[src/rtl/adder4_serial_acc_if.sv]
// Operand/sum stream bundle for adder4_serial_acc; in_last/out_count exist only
// when ADDER4_SERIAL_LAST_EN is defined.
interface adder4_serial_acc_if #(
   parameter int W     = 8,
   parameter int N_OPS = 4
);
   localparam int SW = W + $clog2(N_OPS);

   // Valid/ready on both streams: a beat transfers on a rising edge where valid
   // and ready are both high; valid and its payload stay stable until then.
   logic          in_valid;
   logic          in_ready;
   logic [W-1:0]  in_data;
   logic          out_valid;
   logic          out_ready;
   logic [SW-1:0] out_sum;
   logic          busy;
`ifdef ADDER4_SERIAL_LAST_EN
   logic                     in_last;
   logic [$clog2(N_OPS):0]   out_count;

   modport master (
      output in_valid, in_data, in_last, out_ready,
      input  in_ready, out_valid, out_sum, out_count, busy
   );
   modport slave (
      input  in_valid, in_data, in_last, out_ready,
      output in_ready, out_valid, out_sum, out_count, busy
   );
`else
   modport master (
      output in_valid, in_data, out_ready,
      input  in_ready, out_valid, out_sum, busy
   );
   modport slave (
      input  in_valid, in_data, out_ready,
      output in_ready, out_valid, out_sum, busy
   );
`endif
endinterface

[src/rtl/adder4_serial_acc.sv]
// Serial accumulator: sums groups of N_OPS unsigned operands into an SW-bit result.
// Optional early group close via in_last when ADDER4_SERIAL_LAST_EN is defined.
module adder4_serial_acc #(
   parameter int W     = 8,
   parameter int N_OPS = 4
) (
   input  logic                 clk,
   input  logic                 rst_n,
   adder4_serial_acc_if.slave   bus,
   output logic [1:0]           state_dbg
);
   localparam int SW = W + $clog2(N_OPS);
   localparam int CW = $clog2(N_OPS);

   if (N_OPS < 2) begin : g_bad_n_ops
      $error("adder4_serial_acc: N_OPS must be >= 2");
   end

   typedef enum logic [1:0] {
      IDLE = 2'd0,
      ACC  = 2'd1,
      OUT  = 2'd2
   } state_t;

   state_t        state;
   state_t        state_next;
   logic [SW-1:0] acc;
   logic [SW-1:0] sum_reg;
   logic [CW-1:0] count;
   logic [CW:0]   count_p1;
   logic [CW:0]   count_reg;
   logic [SW-1:0] sum_next;
   logic          in_ready_int;
   logic          in_fire;
   logic          last_op;
   logic          close_grp;

`ifdef ADDER4_SERIAL_LAST_EN
   assign last_op = bus.in_last;
`else
   assign last_op = 1'b0;
`endif

   // Datapath decode; a new group starts from zero whenever no partial sum is held.
   always_comb begin
      in_ready_int = (state != OUT) | bus.out_ready;
      in_fire      = bus.in_valid & in_ready_int;
      sum_next     = ((state == ACC) ? acc : '0) + SW'(bus.in_data);
      count_p1     = ((state == ACC) ? {1'b0, count} : '0) + (CW+1)'(1);
      close_grp    = ((state == ACC) && (count == CW'(N_OPS - 1))) | last_op;
   end

   always_ff @(posedge clk or negedge rst_n) begin
      if (!rst_n) state <= IDLE;
      else        state <= state_next;
   end

   always_comb begin
      state_next = state;
      case (state)
         IDLE: if (in_fire) state_next = close_grp ? OUT : ACC;
         ACC:  if (in_fire && close_grp) state_next = OUT;
         OUT: begin
            if (bus.out_ready) begin
               if (in_fire) state_next = close_grp ? OUT : ACC;
               else         state_next = IDLE;
            end
         end
         default: state_next = IDLE;
      endcase
   end

   always_comb begin
      bus.in_ready  = in_ready_int;
      bus.out_valid = (state == OUT);
      bus.busy      = (state != IDLE);
      bus.out_sum   = sum_reg;
      state_dbg     = state;
`ifdef ADDER4_SERIAL_LAST_EN
      bus.out_count = count_reg;
`endif
   end

   always_ff @(posedge clk or negedge rst_n) begin
      if (!rst_n) begin
         acc       <= '0;
         count     <= '0;
         sum_reg   <= '0;
         count_reg <= '0;
      end else if (in_fire) begin
         if (close_grp) begin
            sum_reg   <= sum_next;
            count_reg <= count_p1;
            acc       <= '0;
            count     <= '0;
         end else begin
            acc       <= sum_next;
            count     <= count_p1[CW-1:0];
         end
      end
   end
endmodule

[src/flat_wrapper.sv]
// flat-port wrapper written by rule: the top's interface ports become plain ports
module adder4_serial_acc_flat 
#(
   parameter int W     = 8,
   parameter int N_OPS = 4
)
  (clk, rst_n, state_dbg, bus_in_valid, bus_in_data, bus_out_ready, bus_in_ready, bus_out_valid, bus_out_sum, bus_busy);
  adder4_serial_acc_if #(.W(W), .N_OPS(N_OPS)) bus_i ();
  input  logic clk;
  input  logic rst_n;
  output logic [1:0] state_dbg;
  input wire logic [$bits(bus_i.in_valid)-1:0] bus_in_valid;
  input wire logic [$bits(bus_i.in_data)-1:0] bus_in_data;
  input wire logic [$bits(bus_i.out_ready)-1:0] bus_out_ready;
  output wire logic [$bits(bus_i.in_ready)-1:0] bus_in_ready;
  output wire logic [$bits(bus_i.out_valid)-1:0] bus_out_valid;
  output wire logic [$bits(bus_i.out_sum)-1:0] bus_out_sum;
  output wire logic [$bits(bus_i.busy)-1:0] bus_busy;
  assign bus_i.in_valid = bus_in_valid;
  assign bus_i.in_data = bus_in_data;
  assign bus_i.out_ready = bus_out_ready;
  assign bus_in_ready = bus_i.in_ready;
  assign bus_out_valid = bus_i.out_valid;
  assign bus_out_sum = bus_i.out_sum;
  assign bus_busy = bus_i.busy;
  adder4_serial_acc #(.W(W), .N_OPS(N_OPS)) u_core (.clk(clk), .rst_n(rst_n), .bus(bus_i), .state_dbg(state_dbg));
endmodule
[config.mk]
export PLATFORM = sky130hd
export DESIGN_NAME = adder4_serial_acc_flat
export DESIGN_NICKNAME = d
export VERILOG_FILES = /design/src/rtl/adder4_serial_acc_if.sv /design/src/rtl/adder4_serial_acc.sv /design/src/flat_wrapper.sv
export SDC_FILE = /design/constraint.sdc
export NUM_CORES = 1
export LEC_CHECK = 0
export ABC_AREA = 1
export BUFFER_PORTS_ARGS = -buffer_cell sky130_fd_sc_hd__buf_2
export CAP_MARGIN = 20
export CORE_UTILIZATION = 55
export CTS_CLUSTER_DIAMETER = 50
export DETAILED_ROUTE_END_ITERATION = 16
export PLACE_DENSITY = 0.78
export SYNTH_ARGS = -nofsm -noshare
export SYNTH_HDL_FRONTEND = slang
export SYNTH_SLANG_ARGS = --single-unit
[constraint.sdc]
create_clock -name clk -period 2.8 [get_ports clk]
set_input_delay 0.56 -clock clk [delete_from_list [all_inputs] [get_ports clk]]
set_output_delay 0.56 -clock clk [all_outputs]
set_load 0.02 [all_outputs]
==> flow_summary.json, run 1 <==
{
  "status": "finished, final reports clean",
  "cp_slowest_cell": "dfrtp_1",
  "setup_tns_ns": 0,
  "multiInputGateArea_sq_um": 758,
  "wl_per_cell_um": 12.5,
  "hold_buffers": 0,
  "drt.antenna.violating_nets": 0,
  "post-synth-top-area-cell": "dfrtp_1",
  "cp_top_family": "simple AND/OR/NAND/NOR gates",
  "cts_setup_buffers": 0,
  "grt_max_degree": 25,
  "clk_latency_ns": 0.32,
  "path_max_fanout": 12,
  "path_common_cell": "nand2_1",
  "end_kind": "register",
  "drv_slew": 0,
  "fin_worst_skew_ns": 0.00197,
  "post-route-drc-count": 0,
  "num_antenna_cells": 0,
  "clockRootBuffer": "clkbuf_4",
  "cp-start-kind": "register",
  "power_leakage_nw": 0.975,
  "cp.required_ns": 3.03,
  "yosysTopAreaCellShare": 0.404,
  "die_x_um": 54.0,
  "finalNetCount": 251,
  "clk_pin_slew_worst_paths_ns": 0.13,
  "htree_levels": 1,
  "fin_crit_sh": 0.835,
  "yosysWarnings": 0,
  "drt_iter0_drc": 64,
  "clk_path_buf_depth": 2,
  "grt_usage": 0.258,
  "drive_gt1_frac": 0.183,
  "clock-sinks": 24,
  "port_buffers": 26,
  "place.gp.congestion": 0.849,
  "period_minus_slack_ns": 2.34,
  "top_level_ports": 27,
  "initial_core_util": 0.589,
  "synth_nets": 222,
  "critPathArrivalTime_ns": 2.57,
  "grt_pass1_vias": 1222,
  "seq_area_frac_synth": 0.404,
  "layout_common_cells": "nand2_1, inv_1, buf_2",
  "ys_ff_latch": 24,
  "dp_cells": 255,
  "ir_worst_vdd_mv": 0.750,
  "power.density_nw_per_um2": 1100,
  "hpwl_um": 2550,
  "netlist_top_cells_area": "dfrtp_1, nand2_1, inv_1",
  "synth-edff-count": 0,
  "setup_violations": 0,
  "core_sq_um": 2520,
  "fillers": 222,
  "grt_antenna_before_repair": 0,
  "viasPerCell": 5.30,
  "path_class": "register to register",
  "layout_commonest_cell": "nand2_1",
  "firstDrtPassIters": 5,
  "cts_resized": 0,
  "via_count": 1373,
  "synth_flop_cell": "dfrtp_1",
  "instances_no_fill": 259,
  "cts_tree": "built",
  "dieArea_sq_um": 2910,
  "syn-mean-instance-area_sq_um": 7.40,
  "seq_area_sq_um": 601,
  "max-cap-violations": 0,
  "synth_area_sq_um": 1490,
  "cts-buffers-inserted": 3,
  "hold_path_class": "input port to async pin",
  "max_freq_ghz": 0.428,
  "num_rows": 18,
  "syn_to_final_growth_pct": 12.7,
  "yosysUniqueCellTypes": 24,
  "synthCells": 201,
  "cp.buffers_inverters": 3,
  "slew_headroom": 0.656,
  "async_flop_share": 1.00,
  "fp.dieH_um": 54.0,
  "grt_pass1_wl_um": 5360,
  "max_stage_delay_ns": 0.41,
  "crit_path_cell_trace": "inv_2 > nand2_2 > nor2_1 > ha_1 > inv_1 > fa_1 > inv_1 > nand2_1 > a21oi_1 > nand3_1 > nand2_1 > nand2_1 > nand3_1 > nand2_1",
  "grt_setup_unrepaired": "no",
  "routed_wl_um": 3240,
  "tightestPinTransition_ns": 0.515,
  "grt_remaining_overflow": 0,
  "hold_violations": 0
}
-- synth_stat cells, types with 2 or more instances --
| cell type | number |
|---|---|
| nand2_1 | 66 |
| inv_1 | 27 |
| dfrtp_1 | 24 |
| nand3_1 | 20 |
| nor2_1 | 20 |
| ha_1 | 8 |
| o21ai_0 | 8 |
| a21oi_1 | 4 |
| inv_2 | 3 |
| o22ai_1 | 3 |
| nand2_2 | 2 |
| nand3b_1 | 2 |
| nor2_4 | 2 |
| o21ai_2 | 2 |
-- worst reg2reg max path: cells and delay by family (launching register included) --
| family | cells | cell delay [ns] |
|---|---|---|
| AND/OR/NAND/NOR | 8 | 0.78 |
| buffers and inverters | 3 | 0.22 |
| AO/OA/AOI/OAI | 1 | 0.26 |
| flip-flops | 1 | 0.41 |
| adder cells (fa/ha/maj) | 2 | 0.57 |
-- power breakdown --
group | leakage (nW) | internal, mW | switching, mW
clock network | 0.0210 | 0.0796 | 0.107
logic | 0.653 | 0.365 | 0.719
registers | 0.301 | 0.497 | 0.0794
total | 0.975 | 0.942 | 0.905
-- metal layers --
| layer | share of wire | track usage |
|---|---|---|
| met1 | 0.46 | 0.355 |
| met2 | 0.46 | 0.422 |
| met3 | 0.065 | 0.0254 |
| met4 | 0.014 | 0.0855 |
| met5 | 0 | 0 |
-- cells by family (layout without fill, tap and decap cells) --
logic type	after synthesis	in the layout	synth area share
and+or+nand+nor	115	115	0.343
xor gates and xnor gates	2	2	0.0118
adders and majority gates	9	9	0.0808
buffers and inverters	32	60	0.0859
DFF	24	24	0.404
AOI/OAI and AO/OA	19	19	0.0741
-- stage by stage --
step           cell area, sq um   util  power [mW]  setup WS (ns)  hold slack [ns]
6_report                   1680  0.664        1.85          0.463            0.187
5_1_grt                    1680  0.664        2.04         0.0720            0.213
4_1_cts                    1680  0.664        1.84          0.470            0.206
3_5_place_dp               1640  0.650        1.66          0.506            0.466
3_3_place_gp               1640  0.650        1.62          0.569            0.458
2_1_floorplan              1490      -        1.39          0.483            0.264
-- final cells by class --
type                    instances  share of cell area
inverters                      30              0.0672
repair buffers                 26              0.0777
clock buffers                   4              0.0217
multi-input cells             145               0.453
flip-flops and latches         24               0.358
well taps                      30              0.0224
-- worst paths after layout --
| path | start | to | slack [ns] | cells past startpoint |
|---|---|---|---|---|
| min reg2reg | u_core.bus.out_sum[5] | u_core.bus.out_sum[5] | 0.49 | 2 |
| max | u_core.state_dbg[1] | u_core.bus.out_sum[6] | 0.46 | 14 |
| max in group asynchronous | rst_n | u_core.acc[3] | 2.27 | 1 |
| min in group clk | u_core.bus.out_sum[5] | u_core.bus.out_sum[5] | 0.49 | 2 |
| max reg2reg | u_core.state_dbg[1] | u_core.bus.out_sum[6] | 0.46 | 14 |
| min | rst_n | u_core.bus.out_sum[0] | 0.19 | 1 |
(Power assumes the default switching activity.)
==> run 2, diff against run 1 <==
ABC_AREA = 0   (was 1)
CORE_UTILIZATION = 54   (was 55)
PLACE_DENSITY = 0.77   (was 0.78)
clock period = 2.19 ns   (was 2.8 ns; I/O delays follow)
==> run 2 against run 1 <==
Effect of this change:
- the flow now finishes with violations (negative setup slack)
- first-iteration DRC count shrank 52%
- clock power grew 31%
- wire length shrank 0.31%
- combinational power grew 80%
- global-route usage shrank 1.3 points
- synthesized cell count shrank 30%
- worst setup slack lost 0.51 ns
- fmax grew 4.5%
- largest power group unchanged
==> flow_summary.json, run 2 <==
{
  "netSwitchingFraction": 0.428,
  "yosysTopAreaCellShare": 0.419,
  "synth_nets": 161,
  "initial_core_util": 0.573,
  "grt_usage": 0.245,
  "crit_path_cell_trace": "and2b_2 > and2_4 > ha_4 > inv_2 > fa_2 > nand2b_4 > a211oi_2 > nor2b_1 > xnor2_1 > mux2_4",
  "synth_flop_cell": "dfrtp_1",
  "drive_gt1_frac": 0.475,
  "power_switching_mw": 1.27,
  "yosysWarnings": 0,
  "power_frac_clock": 0.082,
  "grt_antenna_before_repair": 0,
  "critPathArrivalTime_ns": 2.46,
  "via_count": 1220,
  "dieArea_sq_um": 2860,
  "num_antenna_cells": 0,
  "core_sq_um": 2500,
  "grt_pass1_wl_um": 4860,
  "top_level_ports": 27,
  "path_class": "register to register",
  "clk_pin_slew_worst_paths_ns": 0.14,
  "die_x_um": 53.5,
  "hpwl_um": 2290,
  "fin_hold_ws_ns": 0.0748,
  "power_leakage_nw": 0.868,
  "drt_iter0_drc": 31,
  "layout_common_cells": "buf_2, dfrtp_1, buf_4",
  "async_flop_share": 1.00,
  "max-cap-violations": 0,
  "drv_slew": 0,
  "status": "complete, but fails checks",
  "firstDrtPassIters": 4,
  "synth-edff-count": 0,
  "netlist_top_cells_area": "dfrtp_1, ha_1, a22o_1",
  "end_kind": "register",
  "max_freq_ghz": 0.447,
  "design_area_sq_um": 1890,
  "synth_area_sq_um": 1430,
  "cts-buffers-inserted": 3,
  "viasPerCell": 5.84,
  "cp.required_ns": 2.42,
  "period_minus_slack_ns": 2.24,
  "place.gp.congestion": 0.870,
  "clockRootBuffer": "clkbuf_4",
  "seq_area_frac_synth": 0.419,
  "synth_most_common_cell": "dfrtp_1",
  "post-synth-top-area-cell": "dfrtp_1",
  "cp_slowest_cell": "dfrtp_2",
  "layout_commonest_cell": "buf_2",
  "fin_worst_skew_ns": 0.00393,
  "grt_remaining_overflow": 0,
  "internal_power_mw": 1.71,
  "dpl-instance-area_sq_um": 1710,
  "synth_commonest_cells": "dfrtp_1, nand2_1, a21oi_1",
  "fin_ws_ns": -0.0471,
  "setup_violations": 3,
  "power.density_nw_per_um2": 1580,
  "cts_tree": "built",
  "clock-sinks": 24,
  "routed_wl_um": 3230,
  "wl_per_cell_um": 15.5,
  "hold_buffers": 0,
  "hold_violations": 0,
  "fin_crit_sh": 1.02,
  "hold_path_class": "input port to async pin",
  "htree_levels": 1,
  "drt.antenna.violating_nets": 0,
  "clk_latency_ns": 0.32,
  "yosysUniqueCellTypes": 39,
  "ir_worst_vdd_mv": 1.07,
  "post-route-drc-count": 0,
  "port_buffers": 26,
  "syn-mean-instance-area_sq_um": 10.2,
  "violations": "negative setup slack",
  "path_max_fanout": 3,
  "cp-start-kind": "register",
  "grt_setup_unrepaired": "yes",
  "pwr-share-seq": 0.267,
  "fp.dieH_um": 53.5,
  "clk_path_buf_depth": 2,
  "max_stage_delay_ns": 0.42,
  "synthCells": 140,
  "syn_to_final_growth_pct": 32.0,
  "tightestPinTransition_ns": 0.546,
  "num_rows": 18,
  "grt_pass1_vias": 1078,
  "ys_ff_latch": 24,
  "finalNetCount": 201,
  "slew_headroom": 0.636,
  "combPwrFrac": 0.651,
  "grt_max_degree": 25
}
-- run 2: cell types whose count changed in the layout (fill, tap and decap cells not counted), sizes merged, moves of 6 or more --
cell	before	now
and2	0	7
a21oi	4	10
nand3	20	6
mux2	0	7
inv	30	6
buf	26	40
nor2	24	7
a22o	0	8
nand2	69	13
-- run 2: repair_timing --
action,4_1_cts,5_1_grt
gates resized for setup,3,15
setup buffers,1,4
setup endpoints to repair,7,12
hold endpoints to repair,0,0
pin swaps,8,12
-- run 2: power by group through the flow --
stage	sequential (mW)	clock, mW	combinational, mW
6_report	0.797	0.244	1.94
4_1_cts	0.795	0.251	1.71
2_1_floorplan	0.897	0	1.14
3_3_place_gp	0.790	0	1.60
3_5_place_dp	0.804	0	1.66
5_1_grt	0.827	0.262	2.10
-- run 2: per-layer routing --
| layer | vias up | GRT usage | wire length (um) |
|---|---|---|---|
| li1 | 575 | - | - |
| met1 | 605 | 0.312 | 1430 |
| met2 | 31 | 0.410 | 1620 |
| met3 | 9 | 0.0402 | 105 |
| met4 | 0 | 0.101 | 69 |
| met5 | - | 0 | 0 |
-- run 2: worst paths after layout --
path                            slack, ns                  start  cells after the start                     to
worst max-delay path                -0.05    u_core.state_dbg[1]                     10  u_core.bus.out_sum[6]
worst min-delay path                 0.07                  rst_n                      1          u_core.acc[5]
worst max register to register      -0.05    u_core.state_dbg[1]                     10  u_core.bus.out_sum[6]
worst min register to register       0.50  u_core.bus.out_sum[8]                      2  u_core.bus.out_sum[8]
max in group asynchronous            1.73                  rst_n                      1    u_core.state_dbg[1]
min in group clk                     0.40           bus_in_valid                      2        u_core.count[0]
-- run 2: area by class of cell --
cell class	instances	area (sq um)
inverter	6	22.5
sequential	24	603
timing repair buffer	40	239
multi-input combinational	105	952
fill	167	609
clock buffer	4	36.3
tap	30	37.5
-- run 2: worst max-delay path, delay by kind of cell, from the launching register on --
family                   cells  cell delay, ns
XOR/XNOR                     1            0.14
buffers and inverters        1            0.03
flip-flops                   1            0.42
adder cells (fa/ha/maj)      2            0.46
AO/OA/AOI/OAI                1            0.20
multiplexers                 1            0.27
AND/OR/NAND/NOR              4            0.60
-- run 2: through the flow --
step / utilization / cells / power, mW / setup slack (ns) / setup TNS (ns)
floorplan: - / 140 / 2.03 / -0.317 / -1.45
global placement: 0.682 / 200 / 2.39 / -0.0112 / -0.0112
detailed placement: 0.682 / 200 / 2.46 / -0.0776 / -0.142
CTS: 0.709 / 205 / 2.75 / -0.0578 / -0.158
global route: 0.756 / 209 / 3.19 / -0.148 / -0.688
finish: 0.756 / 209 / 2.98 / -0.0471 / -0.0991
-- run 2: cell families (layout without fill, tap and decap cells) --
logic type | count (synthesis) | count (layout) | share of synthesized area
adders and majority gates | 9 | 9 | 0.0838
xor gates and xnor gates | 8 | 8 | 0.0489
muxes | 7 | 7 | 0.0629
and+or+nand+nor | 43 | 43 | 0.165
DFF | 24 | 24 | 0.419
buffers and inverters | 11 | 50 | 0.0376
AOI/OAI and AO/OA | 38 | 38 | 0.183
